===== src/rtl/mem_c_collect.sv =====
// rtl/mem_c_collect.sv - de-skewing capture buffer for systolic-array result columns
//
// Captures the time-skewed column outputs of a DIM x DIM systolic array into a
// result buffer, then serves whole rows (or columns when
// MEM_C_COLLECT_TRANSPOSE_EN is defined) through a registered read port.
//
// Ports:
//   clk     system clock, all logic on posedge
//   rst     synchronous active-high reset, highest priority
//   start   pulse, begins a capture from IDLE or DONE
//   en      advance strobe shared with the array; capture steps only when high
//   Cin     skewed array outputs, one element per column
//   rd_en   read request, honoured only in DONE
//   Crow    row index to read (column index in transpose mode)
//   Cout    registered read data
//   rd_vld  one-cycle pulse the cycle after an accepted read
//   busy    high while capturing
//   done    high once a full capture is held in the buffer
//
// Optional feature macro: MEM_C_COLLECT_TRANSPOSE_EN (read columns instead of rows)

module mem_c_collect #(
  parameter int BITS_C = 24,
  parameter int DIM    = 8
) (
  input  logic                     clk,
  input  logic                     rst,
  input  logic                     start,
  input  logic                     en,
  input  logic signed [BITS_C-1:0] Cin [DIM-1:0],
  input  logic                     rd_en,
  input  logic [$clog2(DIM)-1:0]   Crow,
  output logic signed [BITS_C-1:0] Cout [DIM-1:0],
  output logic                     rd_vld,
  output logic                     busy,
  output logic                     done
);

  localparam int IW = $clog2(DIM);
  // Counter must reach 2*DIM-2, the last enabled capture cycle.
  localparam int KW = $clog2(2 * DIM);
  localparam logic [KW-1:0] K_LAST = KW'(2 * DIM - 2);

  typedef enum logic [1:0] {
    IDLE    = 2'd0,
    CAPTURE = 2'd1,
    DONE    = 2'd2
  } state_t;

  state_t                     state_q;
  logic [KW-1:0]              k_q;
  logic signed [BITS_C-1:0]   mem_q [DIM-1:0][DIM-1:0];

  // Per-column write window: column j carries row k-j while j <= k <= j+DIM-1.
  logic [DIM-1:0]             wr_ok;
  logic [IW-1:0]              wr_row [DIM-1:0];

  for (genvar j = 0; j < DIM; j++) begin : g_win
    assign wr_ok[j]  = (k_q >= KW'(j)) && (k_q <= KW'(j + DIM - 1));
    assign wr_row[j] = IW'(k_q - KW'(j));
  end

  // Read mux; an out-of-range index (only possible for non-power-of-two DIM)
  // returns zeros.
  logic                       crow_ok;
  logic signed [BITS_C-1:0]   rd_data [DIM-1:0];

  assign crow_ok = (int'(Crow) < DIM);

  always_comb begin
    for (int i = 0; i < DIM; i++) begin
      rd_data[i] = '0;
      if (crow_ok) begin
`ifdef MEM_C_COLLECT_TRANSPOSE_EN
        rd_data[i] = mem_q[i][Crow];
`else
        rd_data[i] = mem_q[Crow][i];
`endif
      end
    end
  end

  always_ff @(posedge clk) begin
    if (rst) begin
      state_q <= IDLE;
      k_q     <= '0;
      rd_vld  <= 1'b0;
      busy    <= 1'b0;
      done    <= 1'b0;
      for (int r = 0; r < DIM; r++) begin
        Cout[r] <= '0;
        for (int c = 0; c < DIM; c++) begin
          mem_q[r][c] <= '0;
        end
      end
    end else begin
      rd_vld <= 1'b0;
      case (state_q)
        IDLE: begin
          if (start) begin
            state_q <= CAPTURE;
            k_q     <= '0;
            busy    <= 1'b1;
          end
        end
        CAPTURE: begin
          if (en) begin
            for (int j = 0; j < DIM; j++) begin
              if (wr_ok[j]) begin
                mem_q[wr_row[j]][j] <= Cin[j];
              end
            end
            if (k_q == K_LAST) begin
              state_q <= DONE;
              busy    <= 1'b0;
              done    <= 1'b1;
            end else begin
              k_q <= k_q + 1'b1;
            end
          end
        end
        DONE: begin
          // A read in the same cycle as start still sees the old buffer,
          // since capture writes begin only after the state change.
          if (rd_en) begin
            Cout   <= rd_data;
            rd_vld <= 1'b1;
          end
          if (start) begin
            state_q <= CAPTURE;
            k_q     <= '0;
            busy    <= 1'b1;
            done    <= 1'b0;
          end
        end
        default: begin
          state_q <= IDLE;
          busy    <= 1'b0;
          done    <= 1'b0;
        end
      endcase
    end
  end

endmodule


===== config.mk =====
export PLATFORM = sky130hd
export DESIGN_NAME = mem_c_collect
export DESIGN_NICKNAME = d
export VERILOG_FILES = /design/src/rtl/mem_c_collect.sv
export SDC_FILE = /design/constraint.sdc
export NUM_CORES = 2
export LEC_CHECK = 0
export BUFFER_PORTS_ARGS = -buffer_cell sky130_fd_sc_hd__buf_2
export CORE_MARGIN = 1
export CORE_UTILIZATION = 51
export DETAILED_ROUTE_END_ITERATION = 12
export GPL_ROUTABILITY_DRIVEN = 0
export PLACE_DENSITY = 0.64
export SYNTH_ARGS = -nofsm -noshare
export SYNTH_HDL_FRONTEND = slang
export SYNTH_SLANG_ARGS = --single-unit

===== constraint.sdc =====
create_clock -name clk -period 5.3 [get_ports clk]
set_input_delay 0.53 -clock clk [delete_from_list [all_inputs] [get_ports clk]]
set_output_delay 0.53 -clock clk [all_outputs]
set_load 0.02 [all_outputs]

Word-level counts from Yosys, hierarchy flattened
Memories as Yosys holds them, arrays and structs flattened. A register that Yosys moved wholly into a read port is not among the register bits. Index checks and enable logic that the tools add are counted.

Register bits: 9. Memory bits (writable): 1536. Logic and storage cells: 147. Memories: 1. Input bits: 200.

Eq/ne operators: 8. Reduce and logical (&&, ||, !) cells: 24. Mux-type cells: 83. $lt $le $gt $ge: 16. $add $sub $neg: 8. Bitwise logic cells: 2.

Memories: mem_q (words 8, width 192, rd ports 1, clocked after memory_dff 1, write ports 8, line 52) `logic signed [BITS_C-1:0] mem_q [DIM-1:0][DIM-1:0];`.

Operators with widths (number): $mux W192 (8); $reduce_or A192 Y1 (8); $mux W1 (49); $le A4 B4 Y1 const B (7); $mux W3 (8); $mux W2 (11); $ge A4 B3 Y1 const B (4); $mux W4 (3); $sub A3 B3 Y3 const B (4); $ge A4 B1 Y1 const B (2); $ge A4 B2 Y1 const B (2); $logic_and A1 B1 Y1 (8); $ne A2 B2 Y1 const B (4); $pmux W4 S2 (1); $reduce_and A4 Y1 (2); $sub A3 B2 Y3 const B (2); $add A4 B1 Y4 const B (1); $eq A4 B4 Y1 const B (1); $le A4 B3 Y1 const B (1); $pmux W2 S2 (1); $reduce_or A2 Y1 (2); $pmux W1 S3 (1); $reduce_and A3 Y1 (1); $sub A3 B1 Y3 const B (1); 8 further kinds (9).

Longest topological paths before layout
Word-level depth: 9. Mapped depth: 9. Depth with buffers taken out: 6.

Worst setup path after synthesis
No wires, ideal clock.

Path kind: register to register. From: register k_q[3]. To: memory mem_q[1][168] (netlist bit), enable pin. Library setup time: 0.438 ns. Arrival time: 3.473 ns. Stages on the path, launching flop included: 9. Data required time: 4.862 ns. Path buffers: 2. Setup slack: 1.388 ns. Cell sequence: dfxtp_1 -> buf_2 -> inv_1 -> ha_1 -> nand2_1 -> a32oi_1 -> nand2_1 -> clkbuf_1 -> o21ai_0.

RTL lines: start, declared (line 51) `logic [KW-1:0] k_q;`; start signal, assigned (line 118) `k_q <= k_q + 1'b1;`; end, declared (line 52).

==> results.toml <==
[floorplanning]
ios = 395
rows = 138
die_y_um = 380
core_area_um2 = 142000
die_w_um = 380
die-area_um2 = 144000
start_util_pct = 51.4

[critical_path]
arrival_ns = 4.32
crit_slowest_cell = "or2_2"
worstSetupPathType = "flip-flop to flip-flop"
cp_num_buf_inv = 2
cp-end-kind = "flip-flop"
start_kind = "flip-flop"
path_cells = "inv_1 > ha_1 > nand2b_1 > nor4_4 > buf_4 > or2_2"
cp_slowest_stage_delay_ns = 0.70
critPathMaxFanout = 25
cpLargestDelayFamily = "simple AND/OR/NAND/NOR gates"
required_ns = 5.72

[drt]
wirelength_um = 194000
post-route-drc-count = 0
routedWlPerCell_um = 26.3
final_antenna_net_count = 0
drt_iter0_drc = 4106
routed-via-count = 42728
vias_per_cell = 5.81
dr.pass1.iters = 5

[grt]
grtUsageTotal_pct = 27.0
antenna_found_initial = 23
grt_pass1_vias = 43322
grt_pass1_wl_um = 286000
grt_max_degree = 97
overflow = 0

[placed_design]
dp_slack_ns = 1.47
hpwlAfterDp_um = 116000
portBuffers = 394
dp.cells = 7013
placed_area_um2 = 77100

[synth]
synth_top_flop_cell = "edfxtp_1"
yosysTopAreaCellShare_pct = 63.3
synthCells = 4932
synth-seq-area-share_pct = 68.9
synthTopCellsByArea = "edfxtp_1, mux4_2, and2_1, dfxtp_1, nor2_1"
synth_area_um2 = 72800
yosysWarnings = 0
synth_cell_types = 54
ys_ff_latch = 1737
avgSynthCellArea_um2 = 14.8
synth_edf_count = 1536
synth_nets = 5140
async_flop_share_pct = 0
yosys.area.top_type = "edfxtp_1"

[pwr]
p_int_mw = 22.7
power_density_nw_per_um2 = 351
p_switching_mw = 6.35
pwr-share-comb_pct = 4.7
clock_power_share_pct = 42.5
total_power_mw = 29.0
p_leak_nw = 29.5
switching_share_pct = 21.9
ir_drop_uv = 263
seqPwrFrac_pct = 52.9

[finish]
fin_cells = 7358
drive_gt1_share_pct = 23.5
nFillCells = 11059
final_nets = 5514
seq_area_um2 = 50100
multi_input_area_um2 = 21400
mostFrequentLayoutCells = "edfxtp_1, nor2_1, and2_1"
syn_to_final_growth_pct = 13.8
final_common_cell = "edfxtp_1"
finalInstanceArea_um2 = 82900

[timing]
tightest_slew_ns = 1.27
setup_ws_ns = 1.40
finClkSkew_ns = 0.0324
slew_viol_final = 0
slew_headroom_pct = 15.1
layout_min_cycle_time_ns = 3.90
setup_violations = 0
final_hold_viol_count = 0
final.period_utilization_pct = 73.6
fmax_mhz = 257
finalSetupTns_ns = 0
rsz0062_at_grt = "no"

[clock_tree]
cts_root_buffer = "clkbuf_16"
clock_latency_ns = 0.83
holdBufCountCts = 0
cts_made_buffers = 181
cts.repair.resized = 0
postCtsSetupRepairBufs = 0
path_clk_slew_ns = 0.06
cts_sinks = 1737
clockBufferDepth = 3
cts_tree = "built"
htree_levels = 4

[flow_run]
cap_violations = 0

[status]
status = "complete, no violations"

[min_path]
holdCritPathClass = "input pin to flip-flop"
metrics by stage:
step                      util, %  hold slack, ns
after global routing         58.5          0.0530
after floorplan                 -           0.540
after detailed placement     54.4           0.476
after CTS                    58.5         0.00372
final                        58.5          0.0750
after global placement       54.4           0.474
layer usage:
layer	GRT usage, %	vias to the layer above	wire length [um]
li1	-	18937	-
met1	37.5	21808	79900
met2	43.5	1674	94100
met3	5.20	281	15200
met4	7.75	28	4480
met5	0	-	156
final cells by class:
class	instances	area share [%]
Antenna cell	5	0.0151
Tap cell	1890	2.85
Clock inverter	89	0.917
Multi-Input combinational cell	2848	25.9
Clock buffer	251	6.04
Inverter	9	0.0408
Sequential cell	1737	60.5
Timing Repair Buffer	529	3.74
cells in the mapped netlist, types with 2 or more instances:
cell	instances
mux4_2	384
nand3_1	10
o31ai_1	2
nand3b_1	3
nand4_1	4
buf_1	36
dfxtp_1	201
o22ai_1	192
nand2_2	2
a211oi_1	2
or2_2	24
o2111ai_2	2
o21ai_0	30
a31oi_1	2
a21o_1	4
nor2_1	980
nor2b_1	5
inv_1	9
clkbuf_1	213
buf_2	85
edfxtp_1	1536
ha_1	8
o21ai_1	2
nor4_4	8
clkbuf_2	2
nor3_2	8
nand2_1	159
nor3_1	201
a31o_2	8
and3_1	4
nand2b_1	5
and2_1	770
and3b_1	2
a21oi_1	9
sequential cells by signal (all words and copies together), names as in the netlist:
register and flops:
rd_vld 1, mem_q 1536, done 1, k_q 4, state_q 2, busy 1, Cout 192
cells by family (layout without fill, tap and decap cells):
family | count (synthesis) | after routing | synth area share (%)
xor gates and xnor gates | 4 | 4 | 0.0688
buffers and inverters | 347 | 878 | 1.95
DFF | 1737 | 1737 | 68.9
AOI/OAI and AO/OA | 260 | 260 | 2.27
muxes | 384 | 384 | 11.9
adders and majority gates | 8 | 8 | 0.137
and+or+nand+nor | 2192 | 2192 | 14.8
other | 0 | 5 | 0
path summary, 6_finish.rpt:
path | start | end | slack, ns | cells after the start
min reg2reg | Cout[37] | Cout[37] | 0.49 | 2
max reg2reg | k_q[1] | mem_q[6][136] | 1.40 | 6
max | k_q[1] | mem_q[6][136] | 1.40 | 6
min | Cin[135] | mem_q[4][135] | 0.08 | 2
worst register-to-register path, stage by stage, from the launching register on:
cell	delay [ns]
dfxtp_1	0.61
inv_1	0.24
ha_1	0.53
nand2b_1	0.62
nor4_4	0.42
buf_4	0.36
or2_2	0.71
power by group through the flow:
| stage | clock, mW | sequential, mW | combinational (mW) |
|---|---|---|---|
| after floorplan | 0 | 15.6 | 0.831 |
| after global placement | 0 | 15.6 | 1.36 |
| after detailed placement | 0 | 15.7 | 1.38 |
| after CTS | 12.5 | 15.4 | 1.38 |
| after global routing | 13.0 | 15.4 | 1.44 |
| final | 12.3 | 15.4 | 1.36 |
(Power assumes the default switching activity.)
